==> src/rtl/csc_pkg.sv <==
// Colour-space conversion constants: mode encoding, Q14 coefficient magnitudes and a rescaler
// for other fractional widths.
package csc_pkg;

  typedef enum logic [1:0] {
    MODE_601  = 2'd0,
    MODE_PASS = 2'd1,
    MODE_709  = 2'd2,
    MODE_RSVD = 2'd3
  } csc_mode_e;

  localparam int COEF_FRAC_REF = 14;

  // Magnitudes ordered Y(R,G,B), Cb(R,G,B), Cr(R,G,B); each channel's MAC owns the signs.
  localparam int BT601_K [0:8] = '{4899, 9617, 1868, 2764, 5428, 8192, 8192, 6860, 1332};
  localparam int BT709_K [0:8] = '{3483, 11718, 1183, 1877, 6315, 8192, 8192, 7441, 751};

  function automatic int csc_scale(input int coef, input int frac_w);
    if (frac_w >= COEF_FRAC_REF)
      return coef <<< (frac_w - COEF_FRAC_REF);
    return (coef + (1 <<< (COEF_FRAC_REF - frac_w - 1))) >>> (COEF_FRAC_REF - frac_w);
  endfunction

endpackage

==> src/rtl/csc_mac.sv <==
// One output channel of the converter: S1 unsigned products, S2 signed sum + half-LSB, S3 shift/offset/clamp.
// Three register stages, all gated by the shared i_adv stall; passthrough component rides alongside.
module csc_mac
  import csc_pkg::*;
#(
  parameter int PIX_W     = 8,
  parameter int FRAC_W    = 14,
  parameter bit NEG0      = 1'b0,
  parameter bit NEG1      = 1'b0,
  parameter bit NEG2      = 1'b0,
  parameter bit OFFSET_EN = 1'b0
) (
  input  logic              clk,
  input  logic              rst_n,
  input  logic              i_adv,
  input  logic [PIX_W-1:0]  i_x0,
  input  logic [PIX_W-1:0]  i_x1,
  input  logic [PIX_W-1:0]  i_x2,
  input  logic [FRAC_W:0]   i_k0,
  input  logic [FRAC_W:0]   i_k1,
  input  logic [FRAC_W:0]   i_k2,
  input  logic [PIX_W-1:0]  i_raw,
  input  logic              i_pass,
  output logic [PIX_W-1:0]  o_dat
);

  localparam int PRW = PIX_W + FRAC_W + 1;
  localparam int SW  = 2*PIX_W + FRAC_W + 2;

  localparam logic signed [SW-1:0] RND  = {{(SW-FRAC_W){1'b0}}, 1'b1, {(FRAC_W-1){1'b0}}};
  localparam logic signed [SW-1:0] HALF = {{(SW-PIX_W){1'b0}}, 1'b1, {(PIX_W-1){1'b0}}};
  localparam logic signed [SW-1:0] OFFS = OFFSET_EN ? HALF : '0;
  localparam logic signed [SW-1:0] MAXV = {{(SW-PIX_W){1'b0}}, {PIX_W{1'b1}}};

  logic        [PRW-1:0]   r_p0, r_p1, r_p2;
  logic        [PIX_W-1:0] r_raw_s1, r_raw_s2;
  logic signed [SW-1:0]    r_sum;
  logic        [PIX_W-1:0] r_dat;

  logic signed [SW-1:0]    w_t0, w_t1, w_t2, w_sum, w_val;
  logic        [PIX_W-1:0] w_clamp;

  assign w_t0  = $signed(SW'(r_p0));
  assign w_t1  = $signed(SW'(r_p1));
  assign w_t2  = $signed(SW'(r_p2));
  assign w_sum = (NEG0 ? -w_t0 : w_t0) + (NEG1 ? -w_t1 : w_t1) + (NEG2 ? -w_t2 : w_t2) + RND;

  // Arithmetic shift floors negative sums, so the half-LSB added in S2 gives round-half-up.
  assign w_val = (r_sum >>> FRAC_W) + OFFS;

  always_comb begin
    w_clamp = w_val[PIX_W-1:0];
    if (w_val[SW-1])
      w_clamp = '0;
    else if (w_val > MAXV)
      w_clamp = '1;
  end

  always_ff @(posedge clk or negedge rst_n) begin
    if (!rst_n) begin
      r_p0     <= '0;
      r_p1     <= '0;
      r_p2     <= '0;
      r_raw_s1 <= '0;
      r_raw_s2 <= '0;
      r_sum    <= '0;
      r_dat    <= '0;
    end else if (i_adv) begin
      r_p0     <= PRW'(i_x0) * PRW'(i_k0);
      r_p1     <= PRW'(i_x1) * PRW'(i_k1);
      r_p2     <= PRW'(i_x2) * PRW'(i_k2);
      r_raw_s1 <= i_raw;
      r_sum    <= w_sum;
      r_raw_s2 <= r_raw_s1;
      r_dat    <= i_pass ? r_raw_s2 : w_clamp;
    end
  end

  assign o_dat = r_dat;

endmodule

==> src/rtl/rgb2ycbcr_pipe.sv <==
// RGB -> YCbCr (BT.601, passthrough, BT.709 when RGB2YCBCR_BT709_EN is defined), 3-cycle latency, 1 px/clk.
// Whole pipeline stalls only while the output stage holds a pixel the sink has not taken.
module rgb2ycbcr_pipe
  import csc_pkg::*;
#(
  parameter int PIX_W  = 8,
  parameter int FRAC_W = 14
) (
  input  logic                 clk,
  input  logic                 rst_n,
  input  logic                 in_valid,
  output logic                 in_ready,
  input  logic [3*PIX_W-1:0]   in_data,
  input  logic [1:0]           in_mode,
  output logic                 out_valid,
  input  logic                 out_ready,
  output logic [3*PIX_W-1:0]   out_data
);

  localparam int CW = FRAC_W + 1;

  logic            w_adv;
  logic            w_pass;
  logic [PIX_W-1:0] w_r, w_g, w_b;
  logic [CW-1:0]   w_k [0:8];

  logic            r_vld_s1, r_vld_s2, r_vld_s3;
  csc_mode_e       r_mode_s1, r_mode_s2;

  assign w_adv    = ~r_vld_s3 | out_ready;
  assign in_ready = w_adv;

  assign w_r = in_data[PIX_W-1:0];
  assign w_g = in_data[2*PIX_W-1:PIX_W];
  assign w_b = in_data[3*PIX_W-1:2*PIX_W];

  // Coefficients are picked from the incoming mode, so a mode switch lands on its own pixel.
  for (genvar gi = 0; gi < 9; gi++) begin : g_coef
    localparam logic [CW-1:0] C601 = CW'(csc_scale(BT601_K[gi], FRAC_W));
`ifdef RGB2YCBCR_BT709_EN
    localparam logic [CW-1:0] C709 = CW'(csc_scale(BT709_K[gi], FRAC_W));
    assign w_k[gi] = (in_mode == MODE_709) ? C709 : C601;
`else
    assign w_k[gi] = C601;
`endif
  end

  always_ff @(posedge clk or negedge rst_n) begin
    if (!rst_n) begin
      r_vld_s1  <= 1'b0;
      r_vld_s2  <= 1'b0;
      r_vld_s3  <= 1'b0;
      r_mode_s1 <= MODE_601;
      r_mode_s2 <= MODE_601;
    end else if (w_adv) begin
      r_vld_s1  <= in_valid;
      r_vld_s2  <= r_vld_s1;
      r_vld_s3  <= r_vld_s2;
      r_mode_s1 <= csc_mode_e'(in_mode);
      r_mode_s2 <= r_mode_s1;
    end
  end

  assign w_pass    = (r_mode_s2 == MODE_PASS);
  assign out_valid = r_vld_s3;

  csc_mac #(
    .PIX_W(PIX_W), .FRAC_W(FRAC_W),
    .NEG0(1'b0), .NEG1(1'b0), .NEG2(1'b0), .OFFSET_EN(1'b0)
  ) u_mac_y (
    .clk(clk), .rst_n(rst_n), .i_adv(w_adv),
    .i_x0(w_r), .i_x1(w_g), .i_x2(w_b),
    .i_k0(w_k[0]), .i_k1(w_k[1]), .i_k2(w_k[2]),
    .i_raw(w_r), .i_pass(w_pass),
    .o_dat(out_data[PIX_W-1:0])
  );

  csc_mac #(
    .PIX_W(PIX_W), .FRAC_W(FRAC_W),
    .NEG0(1'b1), .NEG1(1'b1), .NEG2(1'b0), .OFFSET_EN(1'b1)
  ) u_mac_cb (
    .clk(clk), .rst_n(rst_n), .i_adv(w_adv),
    .i_x0(w_r), .i_x1(w_g), .i_x2(w_b),
    .i_k0(w_k[3]), .i_k1(w_k[4]), .i_k2(w_k[5]),
    .i_raw(w_g), .i_pass(w_pass),
    .o_dat(out_data[2*PIX_W-1:PIX_W])
  );

  csc_mac #(
    .PIX_W(PIX_W), .FRAC_W(FRAC_W),
    .NEG0(1'b0), .NEG1(1'b1), .NEG2(1'b1), .OFFSET_EN(1'b1)
  ) u_mac_cr (
    .clk(clk), .rst_n(rst_n), .i_adv(w_adv),
    .i_x0(w_r), .i_x1(w_g), .i_x2(w_b),
    .i_k0(w_k[6]), .i_k1(w_k[7]), .i_k2(w_k[8]),
    .i_raw(w_b), .i_pass(w_pass),
    .o_dat(out_data[3*PIX_W-1:2*PIX_W])
  );

endmodule
==> config.mk <==
export PLATFORM = sky130hd
export DESIGN_NAME = rgb2ycbcr_pipe
export DESIGN_NICKNAME = d
export VERILOG_FILES = /design/src/rtl/csc_pkg.sv /design/src/rtl/csc_mac.sv /design/src/rtl/rgb2ycbcr_pipe.sv
export SDC_FILE = /design/constraint.sdc
export NUM_CORES = 1
export LEC_CHECK = 0
export ABC_AREA = 1
export BUFFER_PORTS_ARGS = -buffer_cell sky130_fd_sc_hd__buf_2
export CORE_MARGIN = 4
export CORE_UTILIZATION = 60
export DETAILED_ROUTE_END_ITERATION = 6
export GPL_ROUTABILITY_DRIVEN = 0
export PLACE_DENSITY_LB_ADDON = 0.1
export SYNTH_ARGS = -nofsm -noshare
export SYNTH_HDL_FRONTEND = slang
export SYNTH_SLANG_ARGS = --single-unit
==> constraint.sdc <==
create_clock -name clk -period 4.45 [get_ports clk]
set_clock_uncertainty 0.2 [all_clocks]
set_input_delay 1.1125 -clock clk [delete_from_list [all_inputs] [get_ports clk]]
set_output_delay 1.1125 -clock clk [all_outputs]
set_load 0.03 [all_outputs]
* Word level (Yosys, flattened, before mapping) *
Index checks and enable logic that the tools add are counted.

cells by class
  add/subtract/negate cells = 15
  multiply operators = 7
  $lt $le $gt $ge = 3
  equality and inequality tests = 1
  mux-type cells = 9
  bitwise gates (word level) = 2

operators with widths
  operator                  count
  $neg A23 Y32              4
  $add A32 B15 Y32 const B  3
  $mux W8                   9
  $add A32 B32 Y32          2
  $gt A32 B9 Y1 const B     2
  $add A18 B9 Y19 const B   2
  $mul A8 B11 Y19 const B   2
  $mul A8 B9 Y17 const B    2
  $add A22 B32 Y32          1
  $add A32 B22 Y32          1
  $add A32 B24 Y32          1
  $add A23 B23 Y24          1
  $mul A8 B14 Y22 const B   1
  $mul A8 B13 Y21 const B   1
  $gt A18 B9 Y1 const B     1
  $mul A8 B10 Y18 const B   1
  $eq A2 B1 Y1 const B      1
  $not A1 Y1                1
  $or A1 B1 Y1              1

storage, ports and cells
  flip-flop bits (word level) = 326
  word-level logic and storage cells = 61

* Depth between registers and ports, before layout *
  depth after elaboration = 5
  mapped depth = 24
  depth with buffers taken out = 24

* By module *
A second synthesis with hierarchy kept.

unflattened totals
  cell total of the unflattened synthesis = 7791
  area, all modules = 56036.2 um^2

modules (own cells, without submodules)
  module              instances  cells an instance  area each (um^2)  seq. area each (um^2)
  csc_mac (u_mac_cb)  1          2618               18819.3           2777.7
  csc_mac (u_mac_cr)  1          2617               18739.2           2777.7
  csc_mac (u_mac_y)   1          2522               18178.7           2602.5
  rgb2ycbcr_pipe      1          34                 299.0             175.2

* Worst setup path before layout *
OpenSTA, ideal clock, no wires.

  path kind = input-to-reg
  start = in in_data[14]
  end = reg u_mac_cr.r_p1[16]
  setup time = 0.130 ns
  arrival time = 4.379 ns
  data required time = 4.120 ns
  path slack = -0.259 ns
  stages = 15
  buffers on the path = 0
  cell sequence = inv_1 > ha_1 > inv_1 > fa_1 > inv_1 > fa_1 > fa_1 > inv_1 > ha_1 > a21o_1 > a21oi_1 > nand3_1 > or2_2 > nand3_1 > o21ai_0

between the ends
  word-level cells in the longest chain between the ends = 1

RTL lines
  what                    line                  RTL
  start: declaration      rgb2ycbcr_pipe.sv:13  input logic [3*PIX_W-1:0] in_data,
  $mul A8 B11 Y19         csc_mac.sv:70         r_p1 <= PRW'(i_x1) * PRW'(i_k1);
  end signal: assignment  csc_mac.sv:70
  end: declaration        csc_mac.sv:35         logic [PRW-1:0] r_p0, r_p1, r_p2;

Every way passes these cells.
A chain may end at the register's enable or synchronous reset.

* Worst setup path after layout *
Ends and elaborated chain as after synthesis.

==> summary by stage <==
Status
The run finished, with violations left. The checks that failed: design-rule violations.

Synth
The share of the Yosys chip area taken by registers is 0.245. The share of synthesized area in the top cell type comes to 0.245. The cell taking the most area after synthesis is sky130_fd_sc_hd__dfrtp_1. The number of synthesized flops with an enable pin is 0. Yosys printed 0 warnings. In the synthesized netlist, the number of instances is 3,199.

By area the synthesized netlist is led by sky130_fd_sc_hd__dfrtp_1 (25%), sky130_fd_sc_hd__ha_1 (23%), sky130_fd_sc_hd__nand2_1 (11%). The number of distinct library cells after synthesis is 49. The cell area after synthesis is 24,800 um^2. The mean area per synthesized cell is 7.75 um^2.

Among all flip-flop cells after synthesis, the most frequent one is sky130_fd_sc_hd__dfrtp_1. Of all flip-flops after synthesis, the portion carrying an async set or reset was 1.00. Counting flops and latches in the post-synthesis netlist gives 243. Among all cell types in the netlist, the one instantiated most often is sky130_fd_sc_hd__nand2_1. After synthesis, the most frequently instantiated cells are sky130_fd_sc_hd__nand2_1 (739), sky130_fd_sc_hd__inv_1 (521), sky130_fd_sc_hd__ha_1 (447). Synthesis produced a netlist with a net count of 3,796.

Timing
The worst hold-check slack is 0.249 ns. Setup violations remaining at the end of the flow were counted as 0. Adding up every negative setup slack in the final design gives 0 ns. Across all setup checks in the final design, the least slack found is 0.155 ns.

The number of max-slew violations in the final report is 0. The max-slew headroom at the worst pin is 0.433. The hold violation count in the final report is 0.

Of the available clock period, the critical path in the final layout requires 0.965. At the pin with the least slew margin, the transition time is 0.850 ns. The post-route minimum period is 4.29 ns.

The achievable clock frequency is 233 MHz. Setup repair after global routing left no endpoint under its margin.

Run
Max-cap violations in this run came to 0.

Die
56 I/O pins were placed. The core box area is 40,800 um^2. The floorplan has 74 rows.

The height of the die is 211 um. The initial utilization of the core area, before any placement, comes to 0.607. The area of the die is 44,600 um^2.

The die is 211 um wide.

Worst setup path
STA classifies the critical path endpoint as a register. The largest individual stage delay along the critical path comes from the cell sky130_fd_sc_hd__fa_1. Across all register-to-register paths, the minimum setup slack is 0.35 ns. The cell depth of the worst flop-to-flop path is 24. The largest driver fanout on the critical path is 4. The highest cell delay on the worst timing path is 0.54 ns. The type of the setup path with the least slack is in2reg. For the worst setup path, the data arrival time is 4.51 ns.

The gate family responsible for the most delay along the worst path is adder cells. The startpoint of the lowest-slack register-to-register path is u_mac_cb.r_raw_s1[1]$_DFFE_PN0P_. The worst register-to-register path ends at u_mac_y.r_sum[20]$_DFFE_PN0P_. For the worst setup path, the data required time is 4.66 ns. The kind of start point of the critical path is an input pin. Traced cell by cell, the critical path runs through buf_2 -> inv_1 -> ha_4 -> inv_2 -> fa_1 -> inv_1 -> fa_1 -> fa_1 -> inv_1 -> ha_4 -> a21o_1 -> a21oi_2 -> nand3_2 -> or2_2 -> nand3_1 -> o21ai_0. The number of buffers and inverters on the critical path is 5.

Route
The final route contains 22,500 vias. The total detailed-routing wirelength is 67.6 mm. The post-route antenna net violation count is 0. The first TritonRoute pass finished after 7 iterations. After detailed routing, the number of remaining DRC violations is 1. After detailed routing, the number of vias per cell comes to 5.57.

The initial detailed-routing violation count is 1,764. The average detailed-routed wire length per instance is 16.7 um.

Power
The sequential cell fraction of total power is 0.164. Across the VDD grid, the largest voltage drop is 0.000604 V. Of the total power, combinational logic draws 0.734. The share of total power in the clock network is 0.103. Summed over all cells, the static leakage comes to 15.8 nW. Summed over all nets, the switching power comes to 0.0124 W. The internal portion of the total power is 0.0116 W. The switching power share of the total is 0.515. Power spread over the standard cell area amounts to 836 nW/um^2.

Finish
The finished layout holds 4,044 standard cells, fillers aside. The utilization after layout is 0.702. The number of nets in the layout is 4,087. The area growth from synthesis to final layout is 15.6%. Of the cells placed in the final design, the portion with a size suffix greater than 1 is 0.123.

Worst hold path
The worst hold path passes through 2 cells. The classification of the worst-slack hold path is reg2reg. The worst hold path terminates at out_valid$_DFFE_PN0P_. The critical hold path startpoint is r_vld_s2$_DFFE_PN0P_.

Clock network
The buffer depth of the longest clock path is 3. The library cell used as clock root buffer is sky130_fd_sc_hd__clkbuf_16. The total number of H-tree levels is 1.

The total number of clock tree sinks is 243. The number of buffers created by CTS is 28. The CTS clock-pin slew for the worst setup and hold paths is 0.06 ns.

TritonCTS built the clock tree. Buffers inserted to repair hold after CTS numbered 0. The clock insertion delay at the later pin of the skew report is 0.56 ns.

Global routing
The wire length of the first global-routing pass is 112 mm. The initial antenna violation count came to 2. Global routing finished with a remaining overflow of 0. Across every metal layer, demand over resource in global routing totals 0.305. The number of global-route vias before repair is 22,300.

The maximum number of pins on one net before global-route repair is 199.

Place
The post-placement cell count is 3,991. After legalization and detailed placement, the total HPWL measured 55.3 mm. Input and output buffers added on the ports amount to 55. At the placement stage, the worst setup path has a slack of -0.387 ns.
-- power by group through the flow --
| stage | registers [W] | clock network (W) | logic (W) |
|---|---|---|---|
| 3_3_place_gp | 0.00390 | 0 | 0.0166 |
| 6_report | 0.00392 | 0.00246 | 0.0176 |
| 2_1_floorplan | 0.00391 | 0 | 0.0121 |
| 4_1_cts | 0.00391 | 0.00251 | 0.0173 |
| 5_1_grt | 0.00402 | 0.00260 | 0.0199 |
| 3_5_place_dp | 0.00394 | 0 | 0.0172 |
-- state kept, by name (all words and copies together), names as in the netlist, 2 cells and up --
| name | flops |
|---|---|
| u_mac_y.r_raw_s2 | 8 |
| r_mode_s2 | 2 |
| u_mac_y.r_sum | 10 |
| u_mac_y.r_p1 | 18 |
| u_mac_cr.o_dat | 8 |
| u_mac_cb.r_p0 | 17 |
| u_mac_cb.r_raw_s1 | 8 |
| u_mac_cb.o_dat | 8 |
| u_mac_cb.r_raw_s2 | 8 |
| u_mac_cr.r_p2 | 15 |
| u_mac_y.r_p0 | 17 |
| u_mac_cr.r_p0 | 8 |
| u_mac_cb.r_sum | 18 |
| u_mac_cr.r_sum | 18 |
| u_mac_cr.r_raw_s1 | 8 |
| u_mac_cb.r_p1 | 17 |
| u_mac_cr.r_p1 | 18 |
| u_mac_y.r_p2 | 16 |
| u_mac_cr.r_raw_s2 | 8 |
| u_mac_y.o_dat | 8 |
| r_mode_s1 | 2 |
-- stage by stage --
| step | power (W) | instance area, um^2 |
|---|---|---|
| 2_1_floorplan | 0.0160 | 24900 |
| 3_3_place_gp | 0.0205 | 27600 |
| 3_5_place_dp | 0.0211 | 27600 |
| 4_1_cts | 0.0237 | 28600 |
| 5_1_grt | 0.0265 | 28700 |
| 6_report | 0.0240 | 28700 |
-- layout make-up --
class	instances	area (um^2)
Clock inverter	12	175
Multi-Input combinational cell	2381	16700
Timing Repair Buffer	314	2280
Tap cell	532	666
Sequential cell	243	6080
Inverter	522	1970
Antenna cell	1	2.50
Clock buffer	39	823
Fill cell	3328	12200
-- how the worst max path moves through the flow --
stage,depth (start not counted),slack (ns),startpoint,end
after CTS,15,0.20,in_data[13],u_mac_cb.r_p1[18]$_DFFE_PN0P_
after global placement,19,-0.30,in_data[22],u_mac_cr.r_p2[14]$_DFFE_PN0P_
final,16,0.16,in_data[14],u_mac_cr.r_p1[16]$_DFFE_PN0P_
after global routing,20,0.004,u_mac_cb.r_raw_s1[1]$_DFFE_PN0P_,u_mac_y.r_sum[20]$_DFFE_PN0P_
after detailed placement,16,-0.39,in_data[14],u_mac_cr.r_p1[16]$_DFFE_PN0P_
after floorplan,15,-0.03,in_data[14],u_mac_cr.r_p1[16]$_DFFE_PN0P_
-- placed cells by master, fill, tap and decap left out, drive strengths merged, types with 25 or more instances in the layout --
master,netlist,final
nor2,214,214
ha,447,447
a21oi,161,161
inv,522,523
buf,24,314
nand3,188,188
xnor2,25,25
nor3,32,32
nand2,743,743
dfrtp,243,243
fa,120,120
nand4,37,37
clkbuf,29,39
xor2,30,30
or2,25,25
o21ai,249,249
-- kinds of logic (layout without fill, tap and decap cells) --
group	after synthesis	count (layout)	synth area share
and+or+nand+nor	1255	1255	0.212
xor gates and xnor gates	55	55	0.0194
buffers and inverters	575	887	0.0883
other	0	1	0
adders and majority gates	567	567	0.323
AOI/OAI and AO/OA	504	504	0.112
DFF	243	243	0.245
-- worst register-to-register path, stage by stage, from the launching register on --
cell and delay, ns:
sky130_fd_sc_hd__dfrtp_1 0.40, sky130_fd_sc_hd__inv_1 0.08, sky130_fd_sc_hd__ha_1 0.31, sky130_fd_sc_hd__nand2_1 0.12, sky130_fd_sc_hd__nand2_1 0.14, sky130_fd_sc_hd__nand2_1 0.06, sky130_fd_sc_hd__nand2_1 0.12, sky130_fd_sc_hd__nand2_1 0.09
sky130_fd_sc_hd__nand2_1 0.09, sky130_fd_sc_hd__nand2_1 0.08, sky130_fd_sc_hd__o211a_1 0.22, sky130_fd_sc_hd__xnor2_1 0.28, sky130_fd_sc_hd__ha_1 0.30, sky130_fd_sc_hd__ha_1 0.37, sky130_fd_sc_hd__nand2_1 0.11, sky130_fd_sc_hd__nor2_1 0.16
sky130_fd_sc_hd__nand2_1 0.12, sky130_fd_sc_hd__nor3_2 0.15, sky130_fd_sc_hd__nand4_1 0.19, sky130_fd_sc_hd__buf_4 0.19, sky130_fd_sc_hd__inv_1 0.04, sky130_fd_sc_hd__nor2_1 0.03, sky130_fd_sc_hd__nand2_1 0.05, sky130_fd_sc_hd__nand3_1 0.05
sky130_fd_sc_hd__o21ai_0 0.08
-- per-layer routing --
metal	track usage	routed length, um
met3	0.0422	4140
met4	0.0979	2350
met2	0.500	30900
met5	0	0
met1	0.423	30200
-- what timing repair did --
action	4_1_cts	5_1_grt
setup endpoints to repair	0	6
resized for setup	0	6
buffers inserted	0	1
Note: power is estimated with default switching activity, not from simulation.
